File: src/rtl/display_pkg.sv
// Shared constants, FSM state type and cell-packing helper for the character display writer.
package display_pkg;

    localparam logic [7:0] CH_BS       = 8'h08;
    localparam logic [7:0] CH_LF       = 8'h0A;
    localparam logic [7:0] CH_FF       = 8'h0C;
    localparam logic [7:0] CH_CR       = 8'h0D;
    localparam logic [7:0] CH_SPACE    = 8'h20;
    localparam logic [7:0] CH_PRINT_LO = 8'h20;
    localparam logic [7:0] CH_PRINT_HI = 8'h7E;

    // attr layout {1'b0, fg[2:0], 1'b0, bg[2:0]}, matching the display's RGB mode.
    localparam int         ATTR_FG_LSB  = 4;
    localparam int         ATTR_BG_LSB  = 0;
    localparam int         ATTR_COLOR_W = 3;
    localparam logic [7:0] ATTR_COLOR   = 8'((1 << ATTR_COLOR_W) - 1);
    localparam logic [7:0] ATTR_MASK    = (ATTR_COLOR << ATTR_FG_LSB) | (ATTR_COLOR << ATTR_BG_LSB);

    typedef enum logic [1:0] {
        IDLE,
        CLR_ROW,
        CLR_SCREEN
    } state_t;

    function automatic logic [15:0] make_cell(input logic [7:0] a, input logic [7:0] ch);
        return {a & ATTR_MASK, ch};
    endfunction

endpackage

File: src/rtl/display_console_writer.sv
// Text-console front end: consumes a byte stream, tracks a cursor and writes VRAM cells,
// clearing each newly entered row and the whole screen on reset or form feed.
module display_console_writer
    import display_pkg::*;
#(
    parameter int COLS           = 40,
    parameter int ROWS           = 30,
    parameter bit CLEAR_ON_RESET = 1'b1
) (
    input  logic        clk,
    input  logic        reset,
    input  logic [7:0]  in_data,
    input  logic        in_valid,
    output logic        in_ready,
    input  logic [7:0]  attr,
    output logic [11:0] waddr,
    output logic [15:0] wdata,
    output logic        we,
    output logic [6:0]  cursor_x,
    output logic [4:0]  cursor_y,
    output logic        busy
);

    localparam logic [11:0] COLS_A    = 12'(COLS);
    localparam logic [11:0] LAST_CELL = 12'(ROWS * COLS - 1);
    localparam logic [6:0]  LAST_COL  = 7'(COLS - 1);
    localparam logic [4:0]  LAST_ROW  = 5'(ROWS - 1);

    state_t      state;
    logic [11:0] row_base;
    logic [11:0] clr_addr;
    logic [11:0] clr_end;
    logic [7:0]  attr_q;

    logic        accept;
    logic        printable;
    logic        new_row;
    logic [11:0] cell_addr;
    logic [4:0]  next_y;
    logic [11:0] next_base;

    // Handshake: a byte transfers on a rising edge where in_valid and in_ready are both
    // high; in_ready is only ever high in IDLE, and in_data must be held until taken.
    assign accept    = in_valid & in_ready;
    assign printable = (in_data >= CH_PRINT_LO) && (in_data <= CH_PRINT_HI);
    assign cell_addr = row_base + {5'b0, cursor_x};
    assign new_row   = accept && ((printable && cursor_x == LAST_COL) || in_data == CH_LF);

    always_comb begin
        next_y    = cursor_y + 5'd1;
        next_base = row_base + COLS_A;
        if (cursor_y == LAST_ROW) begin
            next_y    = 5'd0;
            next_base = 12'd0;
        end
    end

    always_ff @(posedge clk) begin
        if (reset) begin
            state    <= CLEAR_ON_RESET ? CLR_SCREEN : IDLE;
            in_ready <= 1'b0;
            busy     <= 1'b0;
            we       <= 1'b0;
            waddr    <= 12'd0;
            wdata    <= 16'd0;
            cursor_x <= 7'd0;
            cursor_y <= 5'd0;
            row_base <= 12'd0;
            clr_addr <= 12'd0;
            clr_end  <= LAST_CELL;
            attr_q   <= attr;
        end else begin
            case (state)
                IDLE: begin
                    we       <= 1'b0;
                    busy     <= 1'b0;
                    in_ready <= 1'b1;
                    if (accept) begin
                        if (printable) begin
                            we       <= 1'b1;
                            waddr    <= cell_addr;
                            wdata    <= make_cell(attr, in_data);
                            cursor_x <= (cursor_x == LAST_COL) ? 7'd0 : cursor_x + 7'd1;
                        end else begin
                            case (in_data)
                                CH_CR: cursor_x <= 7'd0;
                                CH_LF: cursor_x <= 7'd0;
                                CH_BS: begin
                                    if (cursor_x != 7'd0) begin
                                        cursor_x <= cursor_x - 7'd1;
                                        we       <= 1'b1;
                                        waddr    <= cell_addr - 12'd1;
                                        wdata    <= make_cell(attr, CH_SPACE);
                                    end
                                end
                                CH_FF: begin
                                    cursor_x <= 7'd0;
                                    cursor_y <= 5'd0;
                                    row_base <= 12'd0;
                                    state    <= CLR_SCREEN;
                                    clr_addr <= 12'd0;
                                    clr_end  <= LAST_CELL;
                                    attr_q   <= attr;
                                    in_ready <= 1'b0;
                                    busy     <= 1'b1;
                                end
                                default: ;
                            endcase
                        end
                        // Entering a new row (wrap or LF) blanks it before more text lands.
                        if (new_row) begin
                            cursor_y <= next_y;
                            row_base <= next_base;
                            state    <= CLR_ROW;
                            clr_addr <= next_base;
                            clr_end  <= next_base + COLS_A - 12'd1;
                            attr_q   <= attr;
                            in_ready <= 1'b0;
                            busy     <= 1'b1;
                        end
                    end
                end
                CLR_ROW, CLR_SCREEN: begin
                    we       <= 1'b1;
                    waddr    <= clr_addr;
                    wdata    <= make_cell(attr_q, CH_SPACE);
                    busy     <= 1'b1;
                    clr_addr <= clr_addr + 12'd1;
                    in_ready <= 1'b0;
                    // Ready rises with the final clear write so the next byte's write follows it directly.
                    if (clr_addr == clr_end) begin
                        state    <= IDLE;
                        in_ready <= 1'b1;
                    end
                end
                default: begin
                    state    <= IDLE;
                    we       <= 1'b0;
                    busy     <= 1'b0;
                    in_ready <= 1'b0;
                end
            endcase
        end
    end

endmodule

File: config.mk
export PLATFORM = sky130hd
export DESIGN_NAME = display_console_writer
export DESIGN_NICKNAME = d
export VERILOG_FILES = /design/src/rtl/display_pkg.sv /design/src/rtl/display_console_writer.sv
export SDC_FILE = /design/constraint.sdc
export NUM_CORES = 1
export LEC_CHECK = 0
export CAP_MARGIN = 25
export CORE_MARGIN = 3
export CORE_UTILIZATION = 50
export CTS_CLUSTER_DIAMETER = 30
export CTS_CLUSTER_SIZE = 10
export DETAILED_ROUTE_END_ITERATION = 16
export PLACE_DENSITY = 0.81
export SLEW_MARGIN = 20
export SYNTH_ARGS = -nofsm -noshare
export SYNTH_HDL_FRONTEND = slang
export SYNTH_SLANG_ARGS = --single-unit
File: constraint.sdc
create_clock -name clk -period 5.3 [get_ports clk]
set_input_delay 1.06 -clock clk [delete_from_list [all_inputs] [get_ports clk]]
set_output_delay 1.06 -clock clk [all_outputs]
set_load 0.01 [all_outputs]
Word-level counts from Yosys, hierarchy flattened
Index checks and enable logic that the tools add are counted.
- add/subtract/negate cells: 9
- magnitude comparators: 2
- eq/ne operators: 18
- mux-type cells: 55
- bitwise gates (word level): 1
- reductions and logical operators: 20
- operator list (kind ; count):
    12-bit two-way mux ; 12
    16-bit two-way mux ; 4
    7-bit two-way mux ; 9
    12-bit case mux with 2 select lines ; 2
    8-bit by 4-bit == test with 1-bit output (second input constant) ; 4
    16-bit case mux with 2 select lines ; 1
    12-bit by 6-bit adder with 12-bit output (second input constant) ; 2
    4-bit AND reduction ; 6
    12-bit by 1-bit subtractor with 12-bit output (second input constant) ; 2
    5-bit two-way mux ; 4
    7-bit case mux with 2 select lines ; 1
    1-bit two-way mux ; 13
    12-bit by 1-bit adder with 12-bit output (second input constant) ; 1
    12-bit by 7-bit adder with 12-bit output ; 1
    12-bit == test ; 1
    2-bit two-way mux ; 5
    3-bit by 2-bit != test with 1-bit output (second input constant) ; 3
    3-bit != test (second input constant) ; 3
    8-bit by 6-bit >= comparator with 1-bit output (second input constant) ; 1
    8-bit by 7-bit <= comparator with 1-bit output (second input constant) ; 1
    2-bit nonzero test ; 4
    7-bit by 1-bit adder with 7-bit output (second input constant) ; 1
    7-bit by 6-bit == test with 1-bit output (second input constant) ; 1
    7-bit nonzero test ; 1
    other kinds (16) ; 22
- register bits after elaboration: 88
- input port bits: 19
- output and inout bits: 43
- word-level logic and storage cells: 117

Depth between registers and ports, before layout
Gate-level depths: netlist (run 1).
- depth in word-level cells: 9
- gate-level depth with buffers: 11
- gate-level depth less buffers: 11

Least setup slack after synthesis (run 1)
Ideal clock, no wire load.
- path kind: input -> register
- start: input port in_data[2]
- end: register cursor_y[4]
- setup time: 0.070 ns
- arrival time: 2.870 ns
- required time: 5.230 ns
- slack: 2.359 ns
- stages on the path: 8
- buffers on the path: 3
- cell sequence: clkbuf_1 > a41o_1 > buf_6 > o22a_1 > or3_1 > buf_2 > or4_1 > a21oi_1
- cells in the longest elaborated chain, start to end: 7
- elaborated cells on any way between the ends: 12
- classes of those cells: order compare (2); eq/ne (3); mux (1); reduce/logical (6)
- ends and longest elaborated chain (element ; line ; text):
    from (decl) ; display_console_writer.sv:12 ; input logic [7:0] in_data,
    8-bit by 6-bit >= comparator with 1-bit output / 8-bit by 7-bit <= comparator with 1-bit output (equally long branches) ; display_console_writer.sv:45 ; assign printable = (in_data >= CH_PRINT_LO) && (in_data <= CH_PRINT_HI);
    1-bit logical AND ; display_console_writer.sv:45 ;
    1-bit logical AND ; display_console_writer.sv:47 ; assign new_row = accept && ((printable && cursor_x == LAST_COL) || in_data == CH_LF);
    1-bit logical OR ; display_console_writer.sv:47 ;
    1-bit logical AND ; display_console_writer.sv:47 ;
    2-bit by 1-bit != test with 1-bit output (no source line) / 2-bit nonzero test (equally long branches) ; - ;
    4-bit AND reduction (no source line) ; - ;
    to (signal assigned) ; display_console_writer.sv:112 ; cursor_y <= next_y;
    to (decl) ; display_console_writer.sv:20 ; output logic [4:0] cursor_y,
Several ways; a longest one is shown, not always the timed one.
A chain may end at the register's enable or synchronous reset.

Worst setup path after layout (run 1)
- start: input port in_data[5]
- end: register attr_q[2] (enable)
- cells in the longest elaborated chain, start to end: 7
- elaborated cells on any way between the ends: 11
- classes of those cells: order compare (2); eq/ne (3); reduce/logical (6)
- ends and longest elaborated chain (element ; line ; text):
    8-bit by 6-bit >= comparator with 1-bit output / 8-bit by 7-bit <= comparator with 1-bit output (equally long branches) ; display_console_writer.sv:45 ;
    1-bit logical AND ; display_console_writer.sv:45 ;
    1-bit logical AND ; display_console_writer.sv:47 ;
    1-bit logical OR ; display_console_writer.sv:47 ;
    1-bit logical AND ; display_console_writer.sv:47 ;
    3-bit by 2-bit != test with 1-bit output (no source line) / 3-bit nonzero test (equally long branches) ; - ;
    4-bit AND reduction (no source line) (*) ; - ;
    to (signal assigned) ; display_console_writer.sv:71 ; attr_q <= attr;
    to (signal assigned) ; display_console_writer.sv:103 ; attr_q <= attr;
    to (signal assigned) ; display_console_writer.sv:117 ; attr_q <= attr;
    to (decl) ; display_console_writer.sv:33 ; logic [7:0] attr_q;
Mark *: on every way between the ends. The rest lies on a longest branch, timed or not.

==> run_results.csv, run 1 <==
group,metric,value,unit
power_and_ir_drop,comb_power_share,19.5,%
sta,finalMaxSlewViolations,0,
die,dieArea,0.0114,mm2
status,status,"finished clean",
drt,met2RoutedLength,6460,um
final_layout,drive_gt1_share,4.67,%
synth,synth-main-ff-cell,"dfxtp_1",
sta,fin_worst_skew,0.0111,ns
worst_hold_path,hp-start,"waddr[5]",
drt,wire_per_inst,17.1,um
die,core_area,0.00982,mm2
final_layout,diodes,0,
power_and_ir_drop,pwr-share-seq,51.3,%
final_layout,areaGrowthSynthToFinish,15.1,%
die,die_y,107,um
placed_design,gp_congestion,0.901,
grt,grt_pass1_wl,22400,um
final_layout,design_area,0.00585,mm2
sta,hold_viol,0,
final_layout,most-common-layout-cells,"dfxtp_1, clkdlybuf4s50_1, nand2_1, nor2_1, a21oi_1",
power_and_ir_drop,p_clk_share,29.3,%
synth,ys_ff_latch,85,
sta,worst_pin_slew,1.00,ns
final_layout,final_common_cell,"dfxtp_1",
final_layout,utilization,59.6,%
drt,firstDrtPassIters,5,
sta,min_period,4.08,ns
placed_design,io_buffers,57,
drt,drt_wl_total,13600,um
sta,finalSetupViolCount,0,
die,io_pins,62,
clock_tree,cts_tree,"done",
drt,drt_iter0_drc,463,
synth,synth.top_cell.area_share,31.1,%
power_and_ir_drop,p_int,1010,uW
setup_path,cp-start-kind,"input port",
clock_tree,htreeDepth,3,
setup_path,crit_type,"in -> reg",
synth,syn_avg_cell_area,8.12,um2
worst_hold_path,hp-class,"reg -> reg",
drt,vias,4862,
power_and_ir_drop,max-vdd-ir-drop,132,uV
clock_tree,clkTransAtPathRegs,0.07,ns
power_and_ir_drop,power_switching,401,uW
synth,synth_edf_count,6,
synth,ys_seq_area_share,34.6,%
run,cap_violations,0,
setup_path,crit_chain,"clkdlybuf4s50_1 -> and4_4 -> a41o_1 -> o32a_1 -> nor2_1 -> buf_4 -> nor2_1 -> inv_1",
power_and_ir_drop,leakagePower,0.00214,uW
clock_tree,postCtsHoldBufs,0,
setup_path,r2r_end,"waddr[8]",
grt,grt_overflow,0,
placed_design,dp_hpwl,10100,um
grt,grt_max_degree,64,
setup_path,worst_path_most_repeated_cell,"nor2_1",
die,dieWidth,107,um
setup_path,arrival,4.06,ns
synth,synth_area_leader_cell,"dfxtp_1",
sta,relSlewSlack,32.8,%
worst_hold_path,hold_path_depth,2,
setup_path,rr_startpoint,"cursor_x[1]",
sta,grt_setup_unrepaired,"false",
die,rows,36,
setup_path,cp_max_fo,13,
setup_path,critPathMaxStageDelay,0.73,ns
setup_path,r2r_slack,2.10,ns
die,initial_utilization,51.8,%
setup_path,path_buf_inv,3,
clock_tree,cts.sinks,85,
synth,synth_area_leaders,"dfxtp_1, xnor2_1, a21oi_1, ha_1, nand2_1",
setup_path,crit_family,"buffers and inverters",
clock_tree,postCtsResizedCells,0,
setup_path,reg2reg_depth,8,
sta,fin_tns_setup,0,ns
placed_design,postPlaceCellArea,0.00568,mm2
clock_tree,cts_buffers,9,
drt,ant_nets,0,
grt,grt_pass1_vias,4518,
drt,vias_per_cell,6.10,
setup_path,crit_cells,8,
sta,fmax,245,MHz
synth,async_reset_ff_share,0,%
grt,antenna_found_initial,0,
setup_path,cp-end-kind,"flip-flop",
power_and_ir_drop,p_sw_share,28.5,%
drt,wl_met3,1010,um
setup_path,crit_path_top_delay_cell,"nor2_1",
drt,wl_met1,5800,um
worst_hold_path,min_to,"waddr[5]",
synth,ys_warn_count,0,
synth,synth_cell_types,71,
clock_tree,cts_root_buf,"clkbuf_8",
drt,drc,0,
grt,grt.total_usage,24.1,%
drt,highest_layer,"met4",
clock_tree,max-clock-path-buffers,2,
synth,netlist_area,0.00509,mm2
synth,synth_cells,626,
clock_tree,clk_latency,0.36,ns
setup_path,crit_required,5.28,ns
power_and_ir_drop,p_per_area,240,mW/mm2
sta,period_share,77.0,%
clock_tree,post_cts_buffers,0,
final_layout,fin_nets,697,
[metal layers]
layer,vias up,track usage [%]
met3,26,2.83
met1,2282,31.0
met5,-,0
met2,204,40.5
met4,0,10.8
li1,2350,-
[synthesized netlist by cell type (all sizes together) (3+ instances only)]
cell type and number:
buf 11, nand2b 6, a21o 8, nor3 20
nand4 13, mux2i 9, clkbuf 30, o22ai 5
dfxtp 79, nand3 21, and3 6, o21a 3
o211ai 5, a221o 3, a31oi 4, a22o 4
edfxtp 6, inv 23, ha 18, nor2 52
nor3b 6, nor2b 4, nand2 55, or3 10
a221oi 3, a2bb2oi 4, a32oi 3, a211o 5
xnor2 30, xor2 15, and2 5, o21ai 35
a21oi 48, a211oi 23, or2 5, nor4 8
a22oi 5
[registers in the layout, indices dropped and copies added (netlist names)]
register / cells
wdata: 14
clr_addr: 12
clr_end: 12
row_base: 12
waddr: 12
cursor_x: 7
attr_q: 6
cursor_y: 5
state: 2
busy: 1
in_ready: 1
we: 1
[kinds of logic (layout without fill, tap and decap cells)]
family,count (synthesis),after routing,share of synthesized area [%]
multiplexers,10,10,1.99
AO/OA/AOI/OAI,180,180,23.5
other,1,2,0.0737
flip-flops,85,85,34.6
XOR/XNOR,45,45,7.75
buffers and inverters,64,101,5.26
AND/OR/NAND/NOR,222,222,22.0
adder cells (fa/ha/maj),19,19,4.82
[per-stage QoR]
stage	worst slack, ns	instances	total power, uW	hold WS (ns)
global route	1.04	797	1470	0.477
global placement	1.04	781	994	0.441
finish	1.22	797	1410	0.454
floorplan	2.36	627	899	0.446
CTS	1.29	797	1410	0.457
detailed placement	0.907	781	1000	0.448
[power by group through the flow]
stage | Combinational, uW | Sequential (uW) | Clock, uW
after global placement | 261 | 732 | 0
after CTS | 273 | 719 | 417
after floorplan | 163 | 736 | 0
after global routing | 297 | 725 | 447
after detailed placement | 270 | 734 | 0
final | 274 | 720 | 411
[worst register-to-register path, delay by kind of cell (launching register included)]
family                   cells  cell delay, ns
flip-flops                   1            0.52
adder cells (fa/ha/maj)      1            0.31
AND/OR/NAND/NOR              3            1.02
AO/OA/AOI/OAI                4            1.22
[layout make-up]
| type | count | area, um2 |
|---|---|---|
| clock inverters | 1 | 5.00 |
| multi-input cells | 478 | 3060 |
| clock buffers | 15 | 166 |
| fillers | 886 | 3970 |
| inverters | 23 | 86.3 |
| well taps | 133 | 166 |
| repair buffers | 62 | 603 |
| flip-flops and latches | 85 | 1760 |
[worst max-delay path by stage]
| stage | startpoint | end |
|---|---|---|
| finish | in_data[5] | attr_q[2] |
| detailed placement | in_data[5] | clr_end[5] |
| floorplan | in_data[2] | cursor_y[4] |
| CTS | in_data[5] | attr_q[4] |
| global placement | in_data[5] | clr_end[5] |
| global route | in_data[6] | row_base[8] |
(Power assumes the default switching activity.)
==> inputs of run 2 (changes only) <==
==> constraint.sdc (replaced) <==
create_clock -name clk -period 3.9 [get_ports clk]
set_input_delay 0.78 -clock clk [delete_from_list [all_inputs] [get_ports clk]]
set_output_delay 0.78 -clock clk [all_outputs]
set_load 0.01 [all_outputs]
==> run_results.csv, run 2 (synthesis results as in run 1) <==
group,metric,value,unit
status,status,"finished clean",
clock_tree,cts.sinks,85,
power_and_ir_drop,comb_power_share,19.8,%
sta,fin_worst_skew,0.00894,ns
clock_tree,max-clock-path-buffers,2,
die,dieWidth,107,um
placed_design,dp_hpwl,10300,um
sta,relSlewSlack,43.1,%
power_and_ir_drop,leakagePower,0.00220,uW
die,rows,36,
setup_path,crit_required,4.16,ns
clock_tree,clk_latency,0.36,ns
setup_path,r2r_slack,0.89,ns
setup_path,arrival,3.53,ns
power_and_ir_drop,power_switching,547,uW
final_layout,fillerInstances,865,
drt,vias_per_cell,6.09,
sta,finalSetupViolCount,0,
power_and_ir_drop,pwr-share-seq,51.0,%
final_layout,most-common-layout-cells,"dfxtp_1, clkdlybuf4s50_1, nand2_1, nor2_1, a21oi_1",
setup_path,crit_type,"in -> reg",
sta,finalMaxSlewViolations,0,
sta,min_period,3.26,ns
final_layout,drive_gt1_share,6.08,%
die,io_pins,62,
clock_tree,cts_root_buf,"clkbuf_8",
drt,firstDrtPassIters,5,
clock_tree,cts_tree,"done",
power_and_ir_drop,p_sw_share,28.5,%
drt,ant_nets,0,
placed_design,place_inst,791,
final_layout,multi_input_area,0.00306,mm2
worst_hold_path,hp-class,"reg -> reg",
sta,worst_pin_slew,0.832,ns
drt,wire_per_inst,17.3,um
final_layout,final_common_cell,"dfxtp_1",
final_layout,areaGrowthSynthToFinish,16.8,%
final_layout,fin_nets,707,
final_layout,regArea,0.00176,mm2
clock_tree,htreeDepth,3,
placed_design,gp_congestion,0.907,
grt,grt.total_usage,24.6,%
clock_tree,postCtsHoldBufs,0,
drt,drc,0,
sta,fin_tns_setup,0,ns
setup_path,cp-start-kind,"input port",
final_layout,regMostFlops,"wdata",
run,cap_violations,0,
die,core_area,0.00982,mm2
placed_design,io_buffers,57,
grt,grt_overflow,0,
die,dieArea,0.0114,mm2
final_layout,diodes,0,
drt,drt_wl_total,13900,um
final_layout,fin_cells,807,
drt,drt_iter0_drc,399,
clock_tree,postCtsResizedCells,0,
sta,fmax,306,MHz
clock_tree,clkTransAtPathRegs,0.07,ns
power_and_ir_drop,p_clk_share,29.3,%
clock_tree,post_cts_buffers,0,
sta,hold_viol,0,
die,die_y,107,um
setup_path,cp_max_fo,25,
grt,grt_max_degree,40,
sta,period_share,83.7,%
grt,antenna_found_initial,0,
setup_path,cp-end-kind,"flip-flop",
grt,grt_pass1_wl,22700,um
power_and_ir_drop,p_int,1370,uW
clock_tree,cts_buffers,9,
power_and_ir_drop,max-vdd-ir-drop,194,uV
final_layout,largest_reg_flops,14,
drt,vias,4915,
sta,grt_setup_unrepaired,"false",
power_and_ir_drop,p_per_area,324,mW/mm2
die,initial_utilization,51.8,%
grt,grt_pass1_vias,4647,
[run 2: cell types whose count changed in the layout (fill, tap and decap cells not counted)]
cell and change:
buf_4 +9, buf_12 +1
[run 2: per-layer routing]
layer / GRT usage, % / wire length (um) / vias up
li1: - / - / 2369
met1: 31.4 / 5890 / 2289
met5: 0 / 0 / -
met3: 3.55 / 998 / 34
met2: 40.6 / 6600 / 223
met4: 12.6 / 436 / 0
[run 2: final timing paths]
| path | to | cells after the start | from |
|---|---|---|---|
| max reg2reg | clr_end[10] | 12 | cursor_y[1] |
| min | wdata[0] | 2 | wdata[0] |
| min reg2reg | wdata[0] | 2 | wdata[0] |
| max | wdata[10] | 9 | in_data[6] |
[run 2: area by class of cell]
type / count / area share (%)
multi-input combinational: 478 / 51.6
sequential: 85 / 29.7
timing repair buffer: 72 / 11.6
clock buffer: 15 / 2.80
tap: 133 / 2.80
inverter: 23 / 1.45
clock inverter: 1 / 0.0843
[run 2: per-stage QoR]
step           area, um2  power, uW  util (%)  setup slack [ns]  hold slack (ns)
5_1_grt             5940       2000      60.5             0.516            0.470
3_3_place_gp        5770       1360      58.7             0.451            0.439
2_1_floorplan       5090       1220         -              1.24            0.446
3_5_place_dp        5770       1370      58.7             0.302            0.447
4_1_cts             5940       1930      60.5             0.665            0.456
6_report            5940       1920      60.5             0.637            0.453
[run 2: power groups by stage]
stage / Combinational (uW) / Sequential, uW / Clock [uW]
floorplan: 222 / 1000 / 0
global placement: 366 / 996 / 0
detailed placement: 377 / 998 / 0
CTS: 378 / 978 / 570
global route: 411 / 987 / 606
finish: 380 / 979 / 563
[run 2: critical path, stage by stage]
cell             delay (ns)
clkdlybuf4s50_1        0.50
nor4_2                 0.39
nand2_1                0.18
o31a_1                 0.37
o21ai_1                0.17
nor2b_2                0.58
buf_12                 0.24
nor2_1                 0.06
a211oi_1               0.23
==> RTL edit, RTL diff (flow settings as in run 2) <==
Change the parameter `CLEAR_ON_RESET` from 1'b1 to 1'b0.
--- a/src/rtl/display_console_writer.sv
+++ b/src/rtl/display_console_writer.sv
@@ -7,3 +7,3 @@
     parameter int ROWS           = 30,
-    parameter bit CLEAR_ON_RESET = 1'b1
+    parameter bit CLEAR_ON_RESET = 1'b0
 ) (
Behaviour: not the same (a bounded check fails within 4 cycles, from zero or initial values and one cycle with reset high).
==> RTL edit against run 2 <==
  * Design area grew 0.57%
  * Cell count down 0.12%
  * Power increased by 8.7%
  * Via count fell by 1.2%
  * Maximum frequency up 0.15%
  * Count of clock-buffer cells in the layout down 5
  * Non-clock buffer count down 2
  * Synthesized area up 0.25%
  * Worst setup slack gained 0.0050 ns
  * Wire length fell by 4.9%
  * Sequential cell count stayed put
  * Critical endpoint is now row_base[8]
==> RTL edit: results (changes against run 2) <==
grt_pass1_vias: 4622  # was 4647
routabilityCongestion: 0.868  # was 0.907
final_cells: 806  # was 807
post-dp-hpwl_um: 9670  # was 10300 µm
drt-wirelength-per-cell_um: 16.4  # was 17.3 µm
numPlacedInstances: 790  # was 791
avgSynthCellArea_um2: 8.13  # was 8.12 µm²
max-vdd-ir-drop_mv: 0.203  # was 0.194 mV
finalClockSkew_ns: 0.00973  # was 0.00894 ns
fill_cells: 813  # was 865
post_cts_buffers: 0  # unchanged
leakage_uw: 0.00207  # was 0.00220 µW
grt_max_degree: 42  # was 40
cp_slowest_stage_delay_ns: 0.67  # was 0.58 ns
synth.area.mux_share_pct: 2.21  # was 1.99%
cpLargestDelayFamily: "buffers and inverters"  # was simple AND/OR/NAND/NOR gates
status: "finished clean"  # unchanged
drt_iter0_markers: 433  # was 399
via_count: 4858  # was 4915
synth_common_cells: "dfxtp_1 (79), nand2_1 (55), nor2_1 (53), a21oi_1 (48), o21ai_0 (34)"  # was dfxtp_1 (79), nand2_1 (55), nor2_1 (52), a21oi_1 (48), o21ai_0 (33)
grt_pass1_wl_um: 22100  # was 22700 µm
layout.nets: 706  # was 707
arrival_ns: 3.52  # was 3.53 ns
pre_cts_ws_ns: 0.319  # was 0.302 ns
synth_ff_type: "dfxtp_1"  # unchanged
grt_usage_pct: 23.7  # was 24.6%
hold_path_class: "reg -> reg"  # unchanged
path_clk_slew_ns: 0.09  # was 0.07 ns
tightest_slew_ns: 0.880  # was 0.832 ns
ys_seq_area_share_pct: 34.6  # about the same
crit_path_top_delay_cell: "nor2_1"  # was nor2b_2
[RTL edit: cell count changes in the layout (fill, tap and decap cells not counted), sizes merged, moves of 2 or more]
cell and change:
bufinv +2, buf -2, clkbuf -5, inv +3
[RTL edit: worst reg2reg max path, stage by stage (launching register included)]
cell      delay (ns)
dfxtp_1         0.51
ha_1            0.30
a211oi_1        0.40
or3b_2          0.20
nand3_1         0.16
nor4_1          0.67
a21oi_1         0.23
o311ai_1        0.37
a21oi_1         0.10
[RTL edit: layout make-up]
| cell class | instances | area [µm²] | area share [%] |
|---|---|---|---|
| Multi-Input combinational cell | 479 | 3070 | 51.5 |
| Sequential cell | 85 | 1760 | 29.5 |
| Timing Repair Buffer | 70 | 663 | 11.1 |
| Tap cell | 133 | 166 | 2.79 |
| Clock buffer | 10 | 128 | 2.14 |
| Clock inverter | 6 | 93.8 | 1.57 |
| Inverter | 23 | 86.3 | 1.45 |
[RTL edit: logic make-up after synthesis]
kind of cell | count (synthesis)
compound gates | 179
flops | 85
xor+xnor | 45
simple gates | 223
other cells | 1
mux | 11
fa+ha+maj | 19
buf+inv | 64
[RTL edit: metal layers]
metal | vias up | part of all wire (%) | GRT usage (%)
li1 | 2367 | - | -
met1 | 2269 | 43 | 32.3
met2 | 205 | 48 | 38.3
met3 | 17 | 7.7 | 4.46
met4 | 0 | 1.2 | 7.12
met5 | - | 0 | 0
[RTL edit: worst paths after layout]
path | from | end | slack (ns) | depth (start not counted)
setup / recovery | in_data[6] | row_base[8] | 0.64 | 8
hold / removal | wdata[1] | wdata[1] | 0.46 | 2
setup reg to reg | cursor_x[1] | waddr[8] | 0.84 | 8
hold reg to reg | wdata[1] | wdata[1] | 0.46 | 2
[RTL edit: power by group]
part	internal [µW]	total (µW)	switching, µW
sequential	927	969	41.2
clock	368	700	332
combinational	187	421	234
